File: src/rtl/johnson_phase_decoder.sv
// johnson_phase_decoder: tracks a Johnson ring counter's code, locks onto the legal sequence,
// and reports the phase, completed revolutions and a sticky error for illegal or out-of-order codes.
// Ports:
//   clk           rising-edge clock
//   reset         asynchronous active-low reset
//   jc_in         Johnson code sampled when in_valid is high
//   in_valid      sample qualifier
//   clr_err       leaves ERROR for SEARCH
//   phase_onehot  one-hot phase, zero unless locked
//   phase_idx     last legal decoded index
//   locked        decoder is tracking a legal sequence
//   err           sticky error flag, high exactly while in ERROR
//   rev_tick      one-cycle pulse when a locked sequence wraps from N-1 to 0
//   rev_count     wrapping revolution counter
//   stall         only with JPD_STALL_DET_EN: one-cycle pulse when a locked code holds for STALL_MAX samples
module johnson_phase_decoder #(
  parameter int WIDTH = 5,
  parameter int IDX_W = 4,
  parameter int REV_W = 8,
  parameter int LOCK_CNT = 2
`ifdef JPD_STALL_DET_EN
  , parameter int STALL_MAX = 16
`endif
) (
  input  logic                 clk,
  input  logic                 reset,
  input  logic [WIDTH-1:0]     jc_in,
  input  logic                 in_valid,
  input  logic                 clr_err,
  output logic [2*WIDTH-1:0]   phase_onehot,
  output logic [IDX_W-1:0]     phase_idx,
  output logic                 locked,
  output logic                 err,
  output logic                 rev_tick,
  output logic [REV_W-1:0]     rev_count
`ifdef JPD_STALL_DET_EN
  , output logic               stall
`endif
);
  localparam int N = 2 * WIDTH;
  localparam int GC_W = $clog2(LOCK_CNT + 1);
  typedef enum logic [1:0] {S_SEARCH, S_TRACK, S_LOCKED, S_ERROR} state_t;
  state_t state_q, state_d;
  logic [IDX_W-1:0] idx_q, idx_d, idx, succ;
  logic [GC_W-1:0] gc_q, gc_d;
  logic [REV_W-1:0] rev_q, rev_d;
  logic tick_q, tick_d, legal, succ_hit, hold;
`ifdef JPD_STALL_DET_EN
  localparam int SC_W = $clog2(STALL_MAX + 1);
  logic [SC_W-1:0] sc_q, sc_d;
  logic stall_q, stall_d;
`endif
  // Rising half of the ring is (1<<k)-1; falling half is all-ones with the low m bits cleared.
  always_comb begin
    legal = 1'b0;
    idx = '0;
    for (int k = 0; k <= WIDTH; k++)
      if (jc_in == WIDTH'((1 << k) - 1)) begin
        legal = 1'b1;
        idx = IDX_W'(k);
      end
    for (int m = 1; m < WIDTH; m++)
      if (jc_in == WIDTH'({WIDTH{1'b1}} << m)) begin
        legal = 1'b1;
        idx = IDX_W'(WIDTH + m);
      end
  end
  // Each legal index has a unique code, so comparing indices against the last legal one
  // is equivalent to comparing codes against the previous sample.
  assign succ = (idx_q == IDX_W'(N - 1)) ? '0 : idx_q + 1'b1;
  assign succ_hit = legal && (idx == succ);
  assign hold = legal && (idx == idx_q);
  always_comb begin
    state_d = state_q;
    idx_d = idx_q;
    gc_d = gc_q;
    tick_d = 1'b0;
    rev_d = rev_q;
`ifdef JPD_STALL_DET_EN
    sc_d = (state_q == S_LOCKED) ? sc_q : '0;
    stall_d = 1'b0;
`endif
    if (state_q == S_ERROR) begin
      // A clear wins unless an illegal code arrives in the same cycle.
      if (clr_err && !(in_valid && !legal)) state_d = S_SEARCH;
    end else if (in_valid && !legal) begin
      state_d = S_ERROR;
    end else if (in_valid) begin
      idx_d = idx;
      if (state_q == S_SEARCH) begin
        state_d = S_TRACK;
        gc_d = '0;
      end else if (state_q == S_TRACK) begin
        gc_d = succ_hit ? gc_q + 1'b1 : hold ? gc_q : '0;
        if (succ_hit && (gc_q + 1'b1) == GC_W'(LOCK_CNT)) state_d = S_LOCKED;
      end else if (succ_hit) begin
        if (idx_q == IDX_W'(N - 1)) begin
          tick_d = 1'b1;
          rev_d = rev_q + 1'b1;
        end
`ifdef JPD_STALL_DET_EN
        sc_d = '0;
`endif
      end else if (!hold) begin
        state_d = S_ERROR;
      end
`ifdef JPD_STALL_DET_EN
      else begin
        sc_d = sc_q + 1'b1;
        if (sc_d == SC_W'(STALL_MAX)) begin
          state_d = S_SEARCH;
          stall_d = 1'b1;
          sc_d = '0;
        end
      end
`endif
    end
  end
  always_ff @(posedge clk or negedge reset) begin
    if (!reset) begin
      state_q <= S_SEARCH;
      idx_q <= '0;
      gc_q <= '0;
      tick_q <= 1'b0;
      rev_q <= '0;
`ifdef JPD_STALL_DET_EN
      sc_q <= '0;
      stall_q <= 1'b0;
`endif
    end else begin
      state_q <= state_d;
      idx_q <= idx_d;
      gc_q <= gc_d;
      tick_q <= tick_d;
      rev_q <= rev_d;
`ifdef JPD_STALL_DET_EN
      sc_q <= sc_d;
      stall_q <= stall_d;
`endif
    end
  end
  assign locked = (state_q == S_LOCKED);
  assign err = (state_q == S_ERROR);
  assign phase_idx = idx_q;
  assign phase_onehot = locked ? ({{(N - 1){1'b0}}, 1'b1} << idx_q) : '0;
  assign rev_tick = tick_q;
  assign rev_count = rev_q;
`ifdef JPD_STALL_DET_EN
  assign stall = stall_q;
`endif
endmodule

File: config.mk
export PLATFORM = sky130hd
export DESIGN_NAME = johnson_phase_decoder
export DESIGN_NICKNAME = d
export VERILOG_FILES = /design/src/rtl/johnson_phase_decoder.sv
export SDC_FILE = /design/constraint.sdc
export NUM_CORES = 1
export LEC_CHECK = 0
export BUFFER_PORTS_ARGS = -buffer_cell sky130_fd_sc_hd__buf_2
export CAP_MARGIN = 5
export CORE_AREA = 2 2 54 81
export CTS_BUF_LIST = sky130_fd_sc_hd__clkbuf_8
export DETAILED_ROUTE_END_ITERATION = 16
export DIE_AREA = 0 0 56 83
export PLACE_DENSITY = 0.54
export SETUP_SLACK_MARGIN = 0.3
export SYNTH_ARGS = -nofsm -noshare
export SYNTH_HDL_FRONTEND = slang
export SYNTH_SLANG_ARGS = --single-unit
File: constraint.sdc
create_clock -name clk -period 2.5 [get_ports clk]
set_input_delay 0.125 -clock clk [delete_from_list [all_inputs] [get_ports clk]]
set_output_delay 0.125 -clock clk [all_outputs]
set_load 0.03 [all_outputs]
[Word-level counts from Yosys, hierarchy flattened]
Cells that the tools add are included.
W data, S select, Z words.
Word-level totals
  input bits: 9
  register bits after elaboration: 17
  output and inout bits: 25
Operators by class
  reductions and logical operators: 15
  bitwise gates (word level): 4
  equal/unequal tests: 21
  shifts and indexed selects: 1
  add/subtract/negate cells: 3
  multiplexer cells: 41
Operators by type and width (number)
  $mux W4: 9
  $mux W2: 13
  $eq A5 B5 Y1 const B: 5
  $mux W1: 18
  $mux W10: 1
  $ne A5 B2 Y1 const B: 2
  $reduce_and A5 Y1: 2
  $shl A1 B4 Y10 const A: 1
  $add A8 B1 Y8 const B: 1
  $eq A4 B4 Y1: 2
  $reduce_and A7 Y1: 1
  $eq A2 B2 Y1 const B: 3
  $eq A5 B1 Y1 const B: 1
  $eq A5 B2 Y1 const B: 1
  $eq A5 B3 Y1 const B: 1
  $eq A5 B4 Y1 const B: 1
  $logic_and A1 B1 Y1: 5
  $logic_not A5 Y1: 1
  $ne A5 B4 Y1 const B: 1
  $add A4 B1 Y4 const B: 1
  $eq A4 B4 Y1 const B: 1
  $not A1 Y1: 4
  $ne A3 B2 Y1 const B: 1
  $reduce_and A3 Y1: 1
  7 further kinds: 8

[Depth between registers and ports, before layout]
  depth after elaboration: 19
  gate-level depth with buffers: 11

[Worst setup path after synthesis]
OpenSTA, ideal clock, no wires.
  path kind: flip-flop to flip-flop
  start: register idx_q[1] (netlist: phase_idx[1])
  end: register rev_q[1] (netlist: rev_count[1])
  stages on the path, launching flop included: 11
  slack: 107 ps
  setup time: 127 ps
  path buffers: 2
  data required time: 2373 ps
  arrival time: 2266 ps
  cells stage by stage: dfrtp_1 > clkbuf_1 > nand2_1 > inv_1 > ha_1 > a21oi_1 > xnor2_1 > and3b_1 > o2111a_1 > buf_6 > mux2_1
On the way
  word-level cells in the longest chain between the ends: 5
RTL lines
  start: declaration: RTL line 44  | logic [IDX_W-1:0] idx_q, idx_d, idx, succ;
  start signal: assignment: RTL line 132  | idx_q <= idx_d;
  $add A4 B1 Y4 or $eq A4 B4 Y1 (tied branches): RTL line 70, 97
  $mux W4: RTL line 70  | assign succ = (idx_q == IDX_W'(N - 1)) ? '0 : idx_q + 1'b1;
  $eq A4 B4 Y1: RTL line 71  | assign succ_hit = legal && (idx == succ);
  $logic_and A1 B1 Y1: RTL line 71
  $reduce_and A7 Y1 (no source line) *
  end signal: assignment: RTL line 135  | rev_q <= rev_d;
  end: declaration: RTL line 46  | logic [REV_W-1:0] rev_q, rev_d;
Mark *: on every way between the ends. The rest lies on a longest branch, timed or not.
A chain may end at the register's enable or synchronous reset.

[Worst setup path after layout]
  start: register idx_q[2] (netlist: phase_idx[2])
  end: register rev_q[1] (netlist: rev_count[1])
The elaborated chain is that of the path after synthesis.

==> impl_metrics.env <==
export IMPL_crit_fanout=12
export IMPL_synth_area_leaders="dfrtp_1, xnor2_1, nand2_1"
export IMPL_cts_tree="yes"
export IMPL_synth_compound_area_share_pct=19.2
export IMPL_path_class="flip-flop to flip-flop"
export IMPL_synthMuxAreaShare_pct=2.41
export IMPL_cts_buffers=3
export IMPL_synth_cells=156
export IMPL_post_route_period_util_pct=83.7
export IMPL_p_per_area_mw_per_mm2=561
export IMPL_crit_arrival_ns=2.22
export IMPL_timing_max_slew_rel_slack_pct=69.6
export IMPL_wl_per_cell_um=14.6
export IMPL_synth_top_cell_area_share_pct=31.6
export IMPL_vias=1320
export IMPL_place_hpwl_um=2640
export IMPL_die_x_um=56
export IMPL_fmax_mhz=478
export IMPL_drcViolationCount=0
export IMPL_leakage_nw=0.771
export IMPL_fin_nets=204
export IMPL_synth_top_family_by_area="simple AND/OR/NAND/NOR gates"
export IMPL_rsz0062_at_grt="false"
export IMPL_ir_drop_uv=381
export IMPL_core_area_mm2=0.00392
export IMPL_maxSlewViolCount=0
export IMPL_status="finished, final reports clean"
export IMPL_worst_hold_path_type="input port to flip-flop"
export IMPL_end_kind="flip-flop"
export IMPL_htree_num_levels=1
export IMPL_antenna_found_initial=0
export IMPL_cts_sinks=17
export IMPL_grt_max_degree=18
export IMPL_finClkSkew_ns=0.00277
export IMPL_drtIter0Drc=29
export IMPL_finalSetupViolCount=0
export IMPL_synth_flop_cell="dfrtp_1"
export IMPL_final_core_util_pct=41.3
export IMPL_finalSetupTns_ns=0
export IMPL_yosys_register_bits=17
export IMPL_cp_required_ns=2.63
export IMPL_n_antenna_cell=0
export IMPL_rows=28
export IMPL_root_buffer="clkbuf_8"
export IMPL_ios=34
export IMPL_ys_seq_area_share_pct=31.6
export IMPL_place_gp_congestion=0.896
export IMPL_syn_area_mm2=0.00135
export IMPL_synthSimpleGateAreaFrac_pct=27.9
export IMPL_initial_core_util_pct=34.3
export IMPL_worst_slew_pin_slew_ns=0.455
export IMPL_drive_gt1_share_pct=28.9
export IMPL_die_height_um=83
export IMPL_fin_crit_ns=2.09
export IMPL_syn_num_nets=169
export IMPL_async_reset_ff_share_pct=100
export IMPL_dr_pass1_iters=4
export IMPL_cts_max_path_buffers=2
export IMPL_yosysWarnings=0
export IMPL_clkLatencyLatePin_ns=0.24
export IMPL_hold_viol_final=0
export IMPL_io_buffer_count=33
export IMPL_routed_wirelength_um=3420
export IMPL_grt_pass1_wl_um=5910
export IMPL_synth_adder_area_share_pct=3.71
export IMPL_grt_pass1_vias=1307
export IMPL_dieArea_mm2=0.00465
export IMPL_area_growth_synth_to_final_pct=20.2
export IMPL_synth_edff_count=0
export IMPL_cap_violations=0
export IMPL_synth_area_leader_cell="dfrtp_1"
export IMPL_cts_clk_slew_worst_paths_ns=0.06
export IMPL_drtAntennaViolNets=0
export IMPL_gr_usage_all_layers_pct=15.3
export IMPL_syn_area_per_cell_um2=8.64
export IMPL_routed_via_density=5.62
export IMPL_critPathLaunchType="flip-flop"
export IMPL_synth_xor_area_share_pct=8.36
export IMPL_overflow=0
export IMPL_synth_cell_types=49
layout by cell type, fill, tap and decap left out, drive strengths merged, types with 2 or more instances in the layout:
| master | Yosys | final |
|---|---|---|
| xnor2 | 10 | 10 |
| a21o | 2 | 2 |
| nand4 | 7 | 7 |
| ha | 4 | 4 |
| nand3 | 3 | 3 |
| and3 | 2 | 2 |
| nor3b | 3 | 3 |
| xor2 | 2 | 2 |
| nand2 | 17 | 17 |
| o21ai | 9 | 9 |
| clkbuf | 4 | 3 |
| or3 | 2 | 2 |
| o2111a | 1 | 2 |
| buf | 6 | 38 |
| a2111oi | 2 | 2 |
| and2 | 3 | 3 |
| nor4 | 2 | 2 |
| dfrtp | 17 | 17 |
| nor2 | 7 | 7 |
| mux2 | 2 | 2 |
| nand2b | 5 | 5 |
| nor2b | 4 | 4 |
| a21oi | 9 | 9 |
| o211ai | 2 | 2 |
| nor3 | 6 | 6 |
| a211o | 3 | 3 |
| or4 | 2 | 2 |
| and3b | 2 | 2 |
| inv | 7 | 8 |
what timing repair did:
item	4_1_cts	5_1_grt
gates resized for setup	1	3
setup endpoints to repair	5	9
hold buffers	1	0
endpoints found under the hold margin	17	0
gates cloned	0	1
pin swaps	0	2
setup buffers	0	2
cell type report:
cell class	instances	area (um^2)
Timing Repair Buffer	39	213
Sequential cell	17	429
Clock buffer	3	41.3
Clock inverter	1	3.75
Multi-Input combinational cell	123	851
Tap cell	45	56.3
Inverter	7	26.3
Fill cell	410	2300
stage by stage:
stage	setup slack, ns	hold slack (ns)	cell area (um^2)	instances	power, mW
2_1_floorplan	0.307	-0.171	1370	156	0.601
3_3_place_gp	0.226	0.0582	1530	227	0.697
3_5_place_dp	0.186	0.0643	1530	227	0.702
4_1_cts	0.352	0.196	1590	232	0.896
5_1_grt	0.256	0.228	1620	235	0.969
6_report	0.407	0.191	1620	235	0.909
registers in the layout, indices dropped and copies added (netlist names):
name,cells
gc_q,2
rev_count,8
rev_tick,1
state_q,2
phase_idx,4
report_power, final:
| group | internal (mW) | total [mW] | switching (mW) |
|---|---|---|---|
| logic | 0.135 | 0.381 | 0.245 |
| clock network | 0.108 | 0.189 | 0.0807 |
| registers | 0.300 | 0.339 | 0.0390 |
cells in the mapped netlist, types with 4 or more instances:
cell type / count
dfrtp_1: 17
ha_1: 4
inv_1: 7
nand2b_1: 5
o21ai_0: 5
a21oi_1: 8
clkbuf_1: 4
nor2_1: 7
xnor2_1: 10
nor2b_1: 4
o21ai_1: 4
nand4_1: 7
nand2_1: 17
nor3_1: 6
final timing paths:
path / startpoint / end / slack, ns / depth (start not counted)
worst max-delay path: phase_idx[2]$_DFFE_PN0P_ / rev_count[1]$_DFFE_PN0P_ / 0.41 / 6
min in group asynchronous: reset / rev_count[6]$_DFFE_PN0P_ / 0.32 / 2
worst max register to register: phase_idx[2]$_DFFE_PN0P_ / rev_count[1]$_DFFE_PN0P_ / 0.41 / 6
worst min register to register: rev_count[7]$_DFFE_PN0P_ / rev_count[7]$_DFFE_PN0P_ / 0.46 / 1
max in group asynchronous: reset / phase_idx[1]$_DFFE_PN0P_ / 1.88 / 2
worst min-delay path: in_valid / state_q[1]$_DFFE_PN0P_ / 0.19 / 2
worst max-delay path: stages (launching register included):
cell      delay (ns)
dfrtp_2         0.46
nand2b_1        0.21
nand2_1         0.06
or4_1           0.42
a21oi_2         0.20
o2111a_2        0.30
mux2_1          0.33
layer usage:
metal | up-vias | share of wire [%] | GRT usage, %
li1 | 636 | - | -
met1 | 630 | 40 | 18.3
met2 | 43 | 51 | 26.1
met3 | 11 | 5.6 | 1.56
met4 | 0 | 3.8 | 8.44
met5 | - | 0 | 0
cell families (layout without fill, tap and decap cells):
| logic type | Yosys count | in the layout |
|---|---|---|
| XOR/XNOR | 12 | 12 |
| AND/OR/NAND/NOR | 68 | 68 |
| adder cells (fa/ha/maj) | 4 | 4 |
| AO/OA/AOI/OAI | 35 | 36 |
| buffers and inverters | 17 | 50 |
| flip-flops | 17 | 17 |
| multiplexers | 3 | 3 |
No activity file was read; power rests on OpenSTA's default activity.
